$ cat src/rtl/dqn_step_scheduler.sv
// Step sequencer for a DQN agent: predict -> select -> act -> (store -> train) per environment step.
// Optional watchdog on PREDICT/SELECT/TRAIN enabled by defining DQN_STEP_TIMEOUT_EN.
module dqn_step_scheduler #(
   parameter int ACTION_WIDTH   = 2,
   parameter int TRAIN_PERIOD   = 4,
   parameter int CNT_WIDTH      = 16,
   parameter int TIMEOUT_CYCLES = 1024
) (
   input  logic                    clk,
   input  logic                    rst_n,
   input  logic                    i_start,
   input  logic                    i_train_mode,
   input  logic                    i_state_valid,
   output logic                    o_predict_valid,
   input  logic                    i_predict_done,
   input  logic [ACTION_WIDTH-1:0] i_action_predict,
   output logic                    o_greedy_valid,
   output logic [ACTION_WIDTH-1:0] o_action_predict,
   input  logic                    i_action_valid,
   input  logic [ACTION_WIDTH-1:0] i_action,
   output logic                    o_env_action_valid,
   output logic [ACTION_WIDTH-1:0] o_env_action,
   input  logic                    i_env_done,
   input  logic                    i_terminal,
   output logic                    o_replay_wr,
   output logic                    o_train_start,
   input  logic                    i_train_done,
   output logic                    o_busy,
   output logic [CNT_WIDTH-1:0]    o_step_count,
   output logic                    o_timeout
);

   // Handshakes are single-cycle qualifiers: an input counts only in the cycle the FSM is in
   // its matching state; it is never stored, and each resulting output pulse appears one cycle later.
   typedef enum logic [2:0] {
      S_IDLE       = 3'd0,
      S_WAIT_STATE = 3'd1,
      S_PREDICT    = 3'd2,
      S_SELECT     = 3'd3,
      S_ACT        = 3'd4,
      S_STORE      = 3'd5,
      S_TRAIN      = 3'd6
   } state_t;

   state_t                  r_state;
   state_t                  w_next_state;

   logic [7:0]              r_period_cnt;
   logic                    r_terminal;
   logic                    r_predict_valid;
   logic                    r_greedy_valid;
   logic                    r_env_action_valid;
   logic                    r_replay_wr;
   logic                    r_train_start;
   logic                    r_busy;
   logic [ACTION_WIDTH-1:0] r_action_predict;
   logic [ACTION_WIDTH-1:0] r_env_action;
   logic [CNT_WIDTH-1:0]    r_step_count;

   logic                    w_start;
   logic                    w_predict_valid;
   logic                    w_greedy_valid;
   logic                    w_env_action_valid;
   logic                    w_step_done;
   logic                    w_replay_wr;
   logic                    w_train_start;
   logic                    w_period_hit;
   logic                    w_timeout_hit;

   assign w_period_hit = (r_period_cnt == 8'(TRAIN_PERIOD));

   // State register
   always_ff @(posedge clk or negedge rst_n) begin
      if (!rst_n) begin
         r_state <= S_IDLE;
      end else begin
         r_state <= w_next_state;
      end
   end

   // Next-state logic
   always_comb begin
      w_next_state = r_state;
      case (r_state)
         S_IDLE: begin
            if (i_start) w_next_state = S_WAIT_STATE;
         end
         S_WAIT_STATE: begin
            if (i_state_valid) w_next_state = S_PREDICT;
         end
         S_PREDICT: begin
            if (i_predict_done)     w_next_state = S_SELECT;
            else if (w_timeout_hit) w_next_state = S_IDLE;
         end
         S_SELECT: begin
            if (i_action_valid)     w_next_state = S_ACT;
            else if (w_timeout_hit) w_next_state = S_IDLE;
         end
         S_ACT: begin
            if (i_env_done) begin
               if (i_train_mode)    w_next_state = S_STORE;
               else if (i_terminal) w_next_state = S_IDLE;
               else                 w_next_state = S_WAIT_STATE;
            end
         end
         S_STORE: begin
            if (w_period_hit)    w_next_state = S_TRAIN;
            else if (r_terminal) w_next_state = S_IDLE;
            else                 w_next_state = S_WAIT_STATE;
         end
         S_TRAIN: begin
            if (i_train_done)       w_next_state = r_terminal ? S_IDLE : S_WAIT_STATE;
            else if (w_timeout_hit) w_next_state = S_IDLE;
         end
         default: w_next_state = S_IDLE;
      endcase
   end

   // Output / datapath strobes, registered below
   always_comb begin
      w_start            = 1'b0;
      w_predict_valid    = 1'b0;
      w_greedy_valid     = 1'b0;
      w_env_action_valid = 1'b0;
      w_step_done        = 1'b0;
      w_replay_wr        = 1'b0;
      w_train_start      = 1'b0;
      case (r_state)
         S_IDLE:       w_start            = i_start;
         S_WAIT_STATE: w_predict_valid    = i_state_valid;
         S_PREDICT:    w_greedy_valid     = i_predict_done;
         S_SELECT:     w_env_action_valid = i_action_valid;
         S_ACT: begin
            w_step_done = i_env_done;
            w_replay_wr = i_env_done & i_train_mode;
         end
         S_STORE:      w_train_start      = w_period_hit;
         default:      w_start            = 1'b0;
      endcase
   end

   always_ff @(posedge clk or negedge rst_n) begin
      if (!rst_n) begin
         r_predict_valid    <= 1'b0;
         r_greedy_valid     <= 1'b0;
         r_env_action_valid <= 1'b0;
         r_replay_wr        <= 1'b0;
         r_train_start      <= 1'b0;
         r_busy             <= 1'b0;
         r_action_predict   <= '0;
         r_env_action       <= '0;
         r_step_count       <= '0;
         r_period_cnt       <= '0;
         r_terminal         <= 1'b0;
      end else begin
         r_predict_valid    <= w_predict_valid;
         r_greedy_valid     <= w_greedy_valid;
         r_env_action_valid <= w_env_action_valid;
         r_replay_wr        <= w_replay_wr;
         r_train_start      <= w_train_start;
         r_busy             <= (w_next_state != S_IDLE);
         if (w_start) begin
            r_step_count <= '0;
            r_period_cnt <= '0;
         end
         if (w_greedy_valid)     r_action_predict <= i_action_predict;
         if (w_env_action_valid) r_env_action     <= i_action;
         if (w_step_done) begin
            r_step_count <= r_step_count + CNT_WIDTH'(1);
            r_terminal   <= i_terminal;
         end
         // The STORE decision sees the count that already includes this step
         if (w_replay_wr)   r_period_cnt <= r_period_cnt + 8'd1;
         if (w_train_start) r_period_cnt <= '0;
      end
   end

`ifdef DQN_STEP_TIMEOUT_EN
   localparam int WD_W = $clog2(TIMEOUT_CYCLES + 1);

   logic [WD_W-1:0] r_wd_cnt;
   logic            r_timeout;
   logic            w_watched;
   logic            w_handshake;

   assign w_watched   = (r_state == S_PREDICT) || (r_state == S_SELECT) || (r_state == S_TRAIN);
   assign w_handshake = ((r_state == S_PREDICT) && i_predict_done) ||
                        ((r_state == S_SELECT)  && i_action_valid) ||
                        ((r_state == S_TRAIN)   && i_train_done);
   // Expires at the end of the TIMEOUT_CYCLES-th cycle spent in the same watched state
   assign w_timeout_hit = w_watched && !w_handshake && (r_wd_cnt == WD_W'(TIMEOUT_CYCLES - 1));

   always_ff @(posedge clk or negedge rst_n) begin
      if (!rst_n) begin
         r_wd_cnt  <= '0;
         r_timeout <= 1'b0;
      end else begin
         if (w_next_state != r_state) r_wd_cnt <= '0;
         else if (w_watched)          r_wd_cnt <= r_wd_cnt + WD_W'(1);
         if (w_start)            r_timeout <= 1'b0;
         else if (w_timeout_hit) r_timeout <= 1'b1;
      end
   end

   assign o_timeout = r_timeout;
`else
   assign w_timeout_hit = 1'b0;
   assign o_timeout     = 1'b0;
`endif

   assign o_predict_valid    = r_predict_valid;
   assign o_greedy_valid     = r_greedy_valid;
   assign o_action_predict   = r_action_predict;
   assign o_env_action_valid = r_env_action_valid;
   assign o_env_action       = r_env_action;
   assign o_replay_wr        = r_replay_wr;
   assign o_train_start      = r_train_start;
   assign o_busy             = r_busy;
   assign o_step_count       = r_step_count;

endmodule

$ cat config.mk
export PLATFORM = sky130hd
export DESIGN_NAME = dqn_step_scheduler
export DESIGN_NICKNAME = d
export VERILOG_FILES = /design/src/rtl/dqn_step_scheduler.sv
export SDC_FILE = /design/constraint.sdc
export NUM_CORES = 1
export LEC_CHECK = 0
export BUFFER_PORTS_ARGS = -buffer_cell sky130_fd_sc_hd__buf_2
export CAP_MARGIN = 10
export CORE_MARGIN = 3
export CORE_UTILIZATION = 35
export CTS_CLUSTER_SIZE = 30
export DETAILED_ROUTE_END_ITERATION = 10
export GPL_ROUTABILITY_DRIVEN = 0
export SLEW_MARGIN = 20
export SYNTH_ARGS = -nofsm -noshare
export SYNTH_HDL_FRONTEND = slang
export SYNTH_SLANG_ARGS = --single-unit
export TNS_END_PERCENT = 30
$ cat constraint.sdc
create_clock -name clk -period 4.4 [get_ports clk]
set_input_delay 0.88 -clock clk [delete_from_list [all_inputs] [get_ports clk]]
set_output_delay 0.88 -clock clk [all_outputs]
set_load 0.01 [all_outputs]
==> metrics.cfg, run 1 <==
[power_and_ir_drop]
ir_worst_vdd_v = 0.0002503
p_leak_uw = 0.001117
power_density_nw_per_um2 = 435.8

[timing]
max_slew_margin_pct = 43.86
tns_ns = 0
tightestPinTransition_ns = 0.8421
rsz0062_at_grt = no
hold_violations = 0
slew_violations = 0
max_clock_freq_mhz = 474.5
fin_skew_ns = 0.005399
fin_crit_ns = 2.108
setup_viol = 0
fin_crit_sh_pct = 47.90

[min_path]
min_delay_path_depth = 1
hp-class = register to register
hold_start = o_step_count[15]$_DFFE_PN0P_
hold_end = o_step_count[15]$_DFFE_PN0P_

[logic_synthesis]
yosysWarningCount = 0
yosys-top-cells-area = dfrtp_1 50%, o21ai_0 3.7%, nand3_1 3.2%
synth_top_family_by_area = simple AND/OR/NAND/NOR gates
async_reset_ff_share_pct = 100.0
synth.top_cell.area_share_pct = 50.13
yosys.area_share.simple_pct = 26.85
synthAdderAreaFrac_pct = 1.979
seq_area_frac_synth_pct = 50.13
netlist_area_um2 = 1897
synth_top_cell_by_area = dfrtp_1
syn-num-nets = 205
avgSynthCellArea_um2 = 10.09
synthCells = 188
synth-edff-count = 0
synth_top_flop_cell = dfrtp_1
muxShareOfSynthArea_pct = 3.958
ys_types = 44
yosys.area_share.xor_xnor_pct = 0
synth-compound-area-share_pct = 12.53
ys_seq_elements = 38

[worst_setup_path]
worstSetupPathType = input pin to register
start_kind = input pin
worst_path_max_delay_cell = or4_4
timing.rr.end = o_step_count[15]$_DFFE_PN0P_
critical-path-top-delay-family = simple AND/OR/NAND/NOR gates
timing.rr.start = r_state[0]$_DFF_PN0_
reg2reg_depth = 4
crit_fanout = 10
crit_buf_inv = 1
path_cells = buf_2 > nand4bb_1 > or4_4 > o211ai_1 > o31ai_1
critPathArrivalTime_ns = 2.27
worstSetupEndpointType = register
slowest_delay_ns = 0.67
r2r_slack_ns = 2.36
required_ns = 4.56

[die]
dieArea_um2 = 6339
die_h_um = 79.62
rows = 26
initial_utilization_pct = 36.67
core_area_um2 = 5172
ioPinCount = 41
die_w_um = 79.62

[clocking]
cts_tree = done
cts_buffers = 5
post-cts-setup-buffers = 0
htree_levels = 2
clock_sinks = 38
cts_root_buf = clkbuf_8
ctsHoldBuffers = 0
cts-resized-gates = 0
clkTransAtPathRegs_ns = 0.07
clk_latency_ns = 0.29
cts_buffer_depth = 2

[global_routing]
use_met2_pct = 20.37
top_usage_layer = met2
antenna_found_initial = 0
use_met3_pct = 3.837
grt_overflow = 0
grt_usage_pct = 13.29
grt_pass1_vias = 1403
grt_pass1_wl_mm = 6.630
met1_usage_pct = 17.57
grt_max_degree = 39

[run]
max_cap_viol_count = 0

[finish]
nNetsFinal = 245
num_antenna_cells = 0
final_cell_mix = 39 x buf_2, 38 x dfrtp_1, 16 x nand2_1
final_common_cell = buf_2
area_growth_pct = 17.08
stdcell_count = 297
final_util_pct = 42.94
drive_gt1_share_pct = 24.67

[route]
vias = 1555
drtPass1Iterations = 4
viasPerCell = 5.236
wl_per_cell_um = 13.30
drt_iter0_drc = 98
routed_wl_mm = 3.950
drc = 0
ant_nets = 0

[placed_design]
port_buffers = 39
dp_cells = 291
hpwlAfterDp_mm = 2.827

[status]
status = completed

==> Yosys cell counts, types with 2 or more instances <==
library cell and count:
and4_1 2, or4_4 2, a211o_1 4, and3b_1 3
inv_1 8, a21oi_1 7, nand4_1 9, nand4b_1 2
mux2_2 4, dfrtp_1 38, nor3_1 4, buf_2 3
mux2i_1 3, nand2b_1 4, nand3_1 12, o211ai_1 3
o21ai_0 14, and3_1 9, nor2_1 8, and2_1 3
ha_1 3, nand2_1 16, o31ai_1 3, a31oi_1 3
buf_6 2
==> metal layers <==
| metal | vias to the layer above | wire (µm) |
|---|---|---|
| met5 | - | 0 |
| met4 | 0 | 69 |
| met3 | 7 | 202 |
| met2 | 38 | 1730 |
| met1 | 735 | 1948 |
| li1 | 775 | - |
==> final cells by class <==
class,instances,area (µm²)
clock buffers,6,82.58
fillers,521,2952
inverters,9,33.78
flip-flops and latches,38,950.9
repair buffers,40,202.7
multi-input cells,134,863.3
well taps,70,87.58
==> flip-flops by register name, summed over array words and instances, names as in the netlist <==
name                cells
o_action_predict        2
o_busy                  1
o_env_action            2
o_env_action_valid      1
o_greedy_valid          1
o_predict_valid         1
o_replay_wr             1
o_step_count           16
o_train_start           1
r_period_cnt            8
r_state                 3
r_terminal              1
==> where the power goes <==
| part | switching [µW] | total (µW) | internal, µW |
|---|---|---|---|
| Combinational | 134 | 263 | 129 |
| Sequential | 62.3 | 469 | 407 |
| Clock | 115 | 235 | 121 |
==> per-stage QoR <==
| step | total power [µW] | worst slack (ns) | cell area (µm²) | hold WS (ns) |
|---|---|---|---|---|
| after detailed placement | 743.5 | 1.978 | 2138 | 0.4860 |
| final | 967.8 | 2.292 | 2221 | 0.4923 |
| after global routing | 1032 | 2.184 | 2221 | 0.5186 |
| after CTS | 982.4 | 2.280 | 2221 | 0.4956 |
| after floorplan | 669.0 | 2.353 | 1897 | 0.4588 |
| after global placement | 740.4 | 2.022 | 2138 | 0.4873 |
==> how the worst max path moves through the flow <==
stage	endpoint	cells after the start	startpoint
floorplan	o_step_count[15]$_DFFE_PN0P_	5	i_env_done
global placement	o_step_count[15]$_DFFE_PN0P_	5	i_env_done
detailed placement	o_step_count[15]$_DFFE_PN0P_	5	i_env_done
CTS	o_step_count[15]$_DFFE_PN0P_	5	i_env_done
global route	o_step_count[15]$_DFFE_PN0P_	5	i_env_done
finish	o_step_count[15]$_DFFE_PN0P_	5	i_env_done
==> kinds of logic after synthesis <==
kind of cell	Yosys count
compound gates	38
fa+ha+maj	3
buf+inv	16
flops	38
mux	7
other cells	1
simple gates	85
Note: power is estimated with default switching activity, not from simulation.
==> run 2: changes to the inputs <==
clock period = 2.15 ns   (was 4.4 ns; I/O delays follow)
==> run 2 against run 1 <==
Clock skew up 0.0011 ns; register-to-register slack worse by 2.1 ns; via count up 1.1%; sequential share of layout area down 0.45 points; hold slack worse by 0.41 ns; highest routed layer unchanged; clock power up 95%; critical endpoint is now o_step_count[13]$_DFFE_PN0P_.
==> metrics.cfg, run 2 (same netlist as run 1, synthesis figures left out) <==
[status]
status = completed

[finish]
area_growth_pct = 18.34
finalInstanceArea_um2 = 2245
final_cell_mix = 39 x buf_2, 38 x dfrtp_1, 16 x nand2_1
fillCellCount = 517
final_common_cell = buf_2
regArea_um2 = 950.9
largest_register_ffs = 16
nNetsFinal = 247
drive_gt1_share_pct = 25.65
multi_input_area_um2 = 863.3
num_antenna_cells = 0

[die]
die_h_um = 79.62
dieArea_um2 = 6339
rows = 26
core_area_um2 = 5172
die_w_um = 79.62
ioPinCount = 41
initial_utilization_pct = 36.67

[global_routing]
antenna_found_initial = 0
grt_pass1_vias = 1536
grt_max_degree = 21
grt_overflow = 0
grt_pass1_wl_mm = 7.203
grt_usage_pct = 14.78

[route]
routed_wl_mm = 4.178
drtPass1Iterations = 4
ant_nets = 0
drc = 0
vias = 1572
drt_iter0_drc = 97
viasPerCell = 5.240
wl_per_cell_um = 13.93

[clocking]
cts-resized-gates = 0
clock_sinks = 38
htree_levels = 2
ctsHoldBuffers = 0
post-cts-setup-buffers = 0
cts_tree = done
cts_buffers = 5
cts_buffer_depth = 2
clk_latency_ns = 0.29
cts_root_buf = clkbuf_8
clkTransAtPathRegs_ns = 0.07

[min_path]
hp-class = input pin to asynchronous set/reset pin

[placed_design]
port_buffers = 39
hpwlAfterDp_mm = 3.106
placed_cell_area_um2 = 2166

[worst_setup_path]
reg2reg_depth = 4
path_depth = 4
worstSetupEndpointType = register
slowest_delay_ns = 0.68
path_cells = or4b_4 > and2_4 > a211o_1 > and2_1
worstSetupPathType = register to register
crit_buf_inv = 0
required_ns = 2.34
crit_fanout = 13
critical-path-top-delay-family = simple AND/OR/NAND/NOR gates
critPathArrivalTime_ns = 2.08
worst_path_max_delay_cell = or4b_4
start_kind = register

[timing]
hold_slack_ns = 0.08553
tightestPinTransition_ns = 0.5186
fin_skew_ns = 0.006517
max_slew_margin_pct = 64.96
tns_ns = 0
setup_viol = 0
hold_violations = 0
fin_crit_ns = 1.895
fin_crit_sh_pct = 88.12
rsz0062_at_grt = no
max_clock_freq_mhz = 527.8
slew_violations = 0

[power_and_ir_drop]
p_leak_uw = 0.001131
ir_worst_vdd_v = 0.0005995
power_density_nw_per_um2 = 881.1

[run]
max_cap_viol_count = 0

-- run 2: cell types whose count changed in the layout (fill, tap and decap cells not counted) --
cell,change
clkinv_2,+2
buf_12,+1
clkbuf_8,-1
buf_4,+1
-- run 2: worst paths after layout --
path,from,to,slack [ns]
max in group asynchronous,rst_n,r_period_cnt[0]$_DFFE_PN0P_,1.60
worst min-delay path,rst_n,o_step_count[6]$_DFFE_PN0P_,0.09
worst max register to register,r_state[2]$_DFF_PN0_,o_step_count[13]$_DFFE_PN0P_,0.26
min in group clk,i_action_predict[0],o_action_predict[0]$_DFFE_PN0P_,0.37
worst min register to register,o_step_count[15]$_DFFE_PN0P_,o_step_count[15]$_DFFE_PN0P_,0.50
worst max-delay path,r_state[2]$_DFF_PN0_,o_step_count[13]$_DFFE_PN0P_,0.26
-- run 2: stage by stage --
step	power, µW	utilization [%]	std cells	worst slack (ns)
3_5_place_dp	1538	41.87	293	0.2530
2_1_floorplan	1369	-	188	0.4285
4_1_cts	2007	43.40	300	0.2422
3_3_place_gp	1520	41.87	293	0.2810
5_1_grt	2114	43.40	300	0.1181
6_report	1978	43.40	300	0.2554
-- run 2: power by group --
group / internal (µW) / leakage [µW] / switching (µW)
sequential: 834 / 0.000513 / 130
combinational: 270 / 0.000575 / 286
clock: 217 / 0.0000438 / 241
-- run 2: area by class of cell --
cell class / count / share of cell area [%]
flip-flops and latches: 38 / 42.36
multi-input cells: 134 / 38.46
repair buffers: 42 / 10.26
well taps: 70 / 3.902
clock buffers: 5 / 3.066
inverters: 9 / 1.505
clock inverters: 2 / 0.4459
-- run 2: per-layer routing --
layer	global-route usage, %	routed length, µm	share of wire (%)
met5	0	0	0
met4	5.670	55	1.3
met3	3.725	215	5.1
met2	23.62	1907	46
met1	19.18	2000	48
==> run 3: changes to the inputs <==
CELL_PAD_IN_SITES_DETAIL_PLACEMENT = 1   (was not set)
CELL_PAD_IN_SITES_GLOBAL_PLACEMENT = 1   (was not set)
PLACE_DENSITY_LB_ADDON = 0.1   (was not set)
==> run 3 against run 2 <==
Hold slack better by 0.046 ns; non-clock buffer count is 1 higher; first-iteration DRC count is 65% lower; final area is 1.0% higher; via count is 2.7% higher; sequential power is 0.4% lower; combinational power is 2% higher; sequential share of layout area is 0.42 points lower; critical path depth stayed put; core utilization is 0.44 points higher; global-route usage is 1.5 points higher; highest routed layer unchanged.
==> metrics.cfg, run 3 (same netlist as run 1, synthesis figures left out) <==
[status]
status = completed

[die]
dieArea_um2 = 6339
die_w_um = 79.62
rows = 26
die_h_um = 79.62
ioPinCount = 41
initial_utilization_pct = 36.67
core_area_um2 = 5172

[global_routing]
grt_usage_pct = 16.24
grt_pass1_wl_mm = 8.031
grt_overflow = 0
grt_max_degree = 27
antenna_found_initial = 0
grt_pass1_vias = 1691

[clocking]
clkTransAtPathRegs_ns = 0.08
cts_root_buf = clkbuf_8
cts-resized-gates = 0
cts_buffers = 5
post-cts-setup-buffers = 0
ctsHoldBuffers = 0
cts_buffer_depth = 2
htree_levels = 2
clk_latency_ns = 0.29
clock_sinks = 38
cts_tree = done

[power_and_ir_drop]
ir_worst_vdd_v = 0.0003944
power_density_nw_per_um2 = 933.7
p_leak_uw = 0.001140

[timing]
tightestPinTransition_ns = 0.5791
tns_ns = 0
max_slew_margin_pct = 61.39
fin_skew_ns = 0.006532
max_clock_freq_mhz = 529.6
timing.final.ws_setup_ns = 0.2616
slew_violations = 0
setup_viol = 0
fin_crit_sh_pct = 87.83
rsz0062_at_grt = no
hold_violations = 0
fin_crit_ns = 1.888

[finish]
num_antenna_cells = 0
largest_register_ffs = 16
final_cell_mix = 39 x buf_2, 38 x dfrtp_1, 16 x nand2_1
nNetsFinal = 248
area_growth_pct = 19.52
drive_gt1_share_pct = 25.43
final_common_cell = buf_2

[route]
viasPerCell = 5.348
vias = 1615
routed_wl_mm = 4.672
drtPass1Iterations = 4
ant_nets = 0
wl_per_cell_um = 15.47
drt_iter0_drc = 34
drc = 0

[worst_setup_path]
worstSetupPathType = register to register
worstSetupEndpointType = register
critPathArrivalTime_ns = 2.07
start_kind = register
crit_fanout = 13
required_ns = 2.33
path_cells = or4b_4 > and2_4 > a211o_1 > and2_1
slowest_delay_ns = 0.67
worst_path_max_delay_cell = or4b_4

[min_path]
hp-class = input pin to asynchronous set/reset pin

[placed_design]
hpwlAfterDp_mm = 3.540
dpl_worst_slack_ns = 0.2548
port_buffers = 39

[run]
max_cap_viol_count = 0

-- run 3: cell count changes in the layout (fill, tap and decap cells not counted), sizes merged --
| cell | change |
|---|---|
| buf | +1 |
| bufinv | +1 |
| clkbuf | +2 |
| clkinv | -2 |
-- run 3: metrics by stage --
stage | utilization [%] | power (µW) | hold WS (ns) | instance area [µm²] | std cells
detailed placement | 41.78 | 1551 | 0.4707 | 2161 | 294
floorplan | - | 1369 | 0.1344 | 1897 | 188
finish | 43.83 | 2117 | 0.1317 | 2267 | 302
global route | 43.83 | 2274 | 0.1753 | 2267 | 302
global placement | 41.78 | 1525 | 0.4675 | 2161 | 294
CTS | 43.83 | 2156 | 0.1498 | 2267 | 302
-- run 3: routing by layer --
metal	wire, µm	vias up	GRT usage [%]
met1	2117	805	19.66
met2	2347	26	27.71
met3	149	6	4.628
met4	57	0	5.155
met5	0	-	0
li1	-	778	-
-- run 3: final timing paths --
kind / startpoint / cells past startpoint / slack, ns / endpoint
max in group asynchronous: rst_n / 2 / 1.48 / r_state[2]$_DFF_PN0_
min: rst_n / 1 / 0.13 / o_step_count[2]$_DFFE_PN0P_
min in group clk: i_terminal / 3 / 0.38 / r_terminal$_DFFE_PN0P_
max: r_state[2]$_DFF_PN0_ / 4 / 0.26 / o_step_count[13]$_DFFE_PN0P_
max reg2reg: r_state[2]$_DFF_PN0_ / 4 / 0.26 / o_step_count[13]$_DFFE_PN0P_
min reg2reg: o_step_count[15]$_DFFE_PN0P_ / 1 / 0.50 / o_step_count[15]$_DFFE_PN0P_
-- run 3: where the power goes --
group          internal, µW  switching [µW]
registers               834             125
clock network           347             243
logic                   269             299
total                  1450             667
-- run 3: layout make-up --
cell class | instances | area (µm²)
timing repair buffer | 43 | 225.2
sequential | 38 | 950.9
fill | 601 | 2905
tap | 70 | 87.58
multi-input combinational | 134 | 863.3
clock buffer | 7 | 76.32
clock inverter | 1 | 30.03
inverter | 9 | 33.78
-- run 3: worst max-delay path, delay by kind of cell, from the launching register on --
kind / cells / cell delay (ns)
simple gates: 3 / 1.05
compound gates: 1 / 0.26
flops: 1 / 0.47
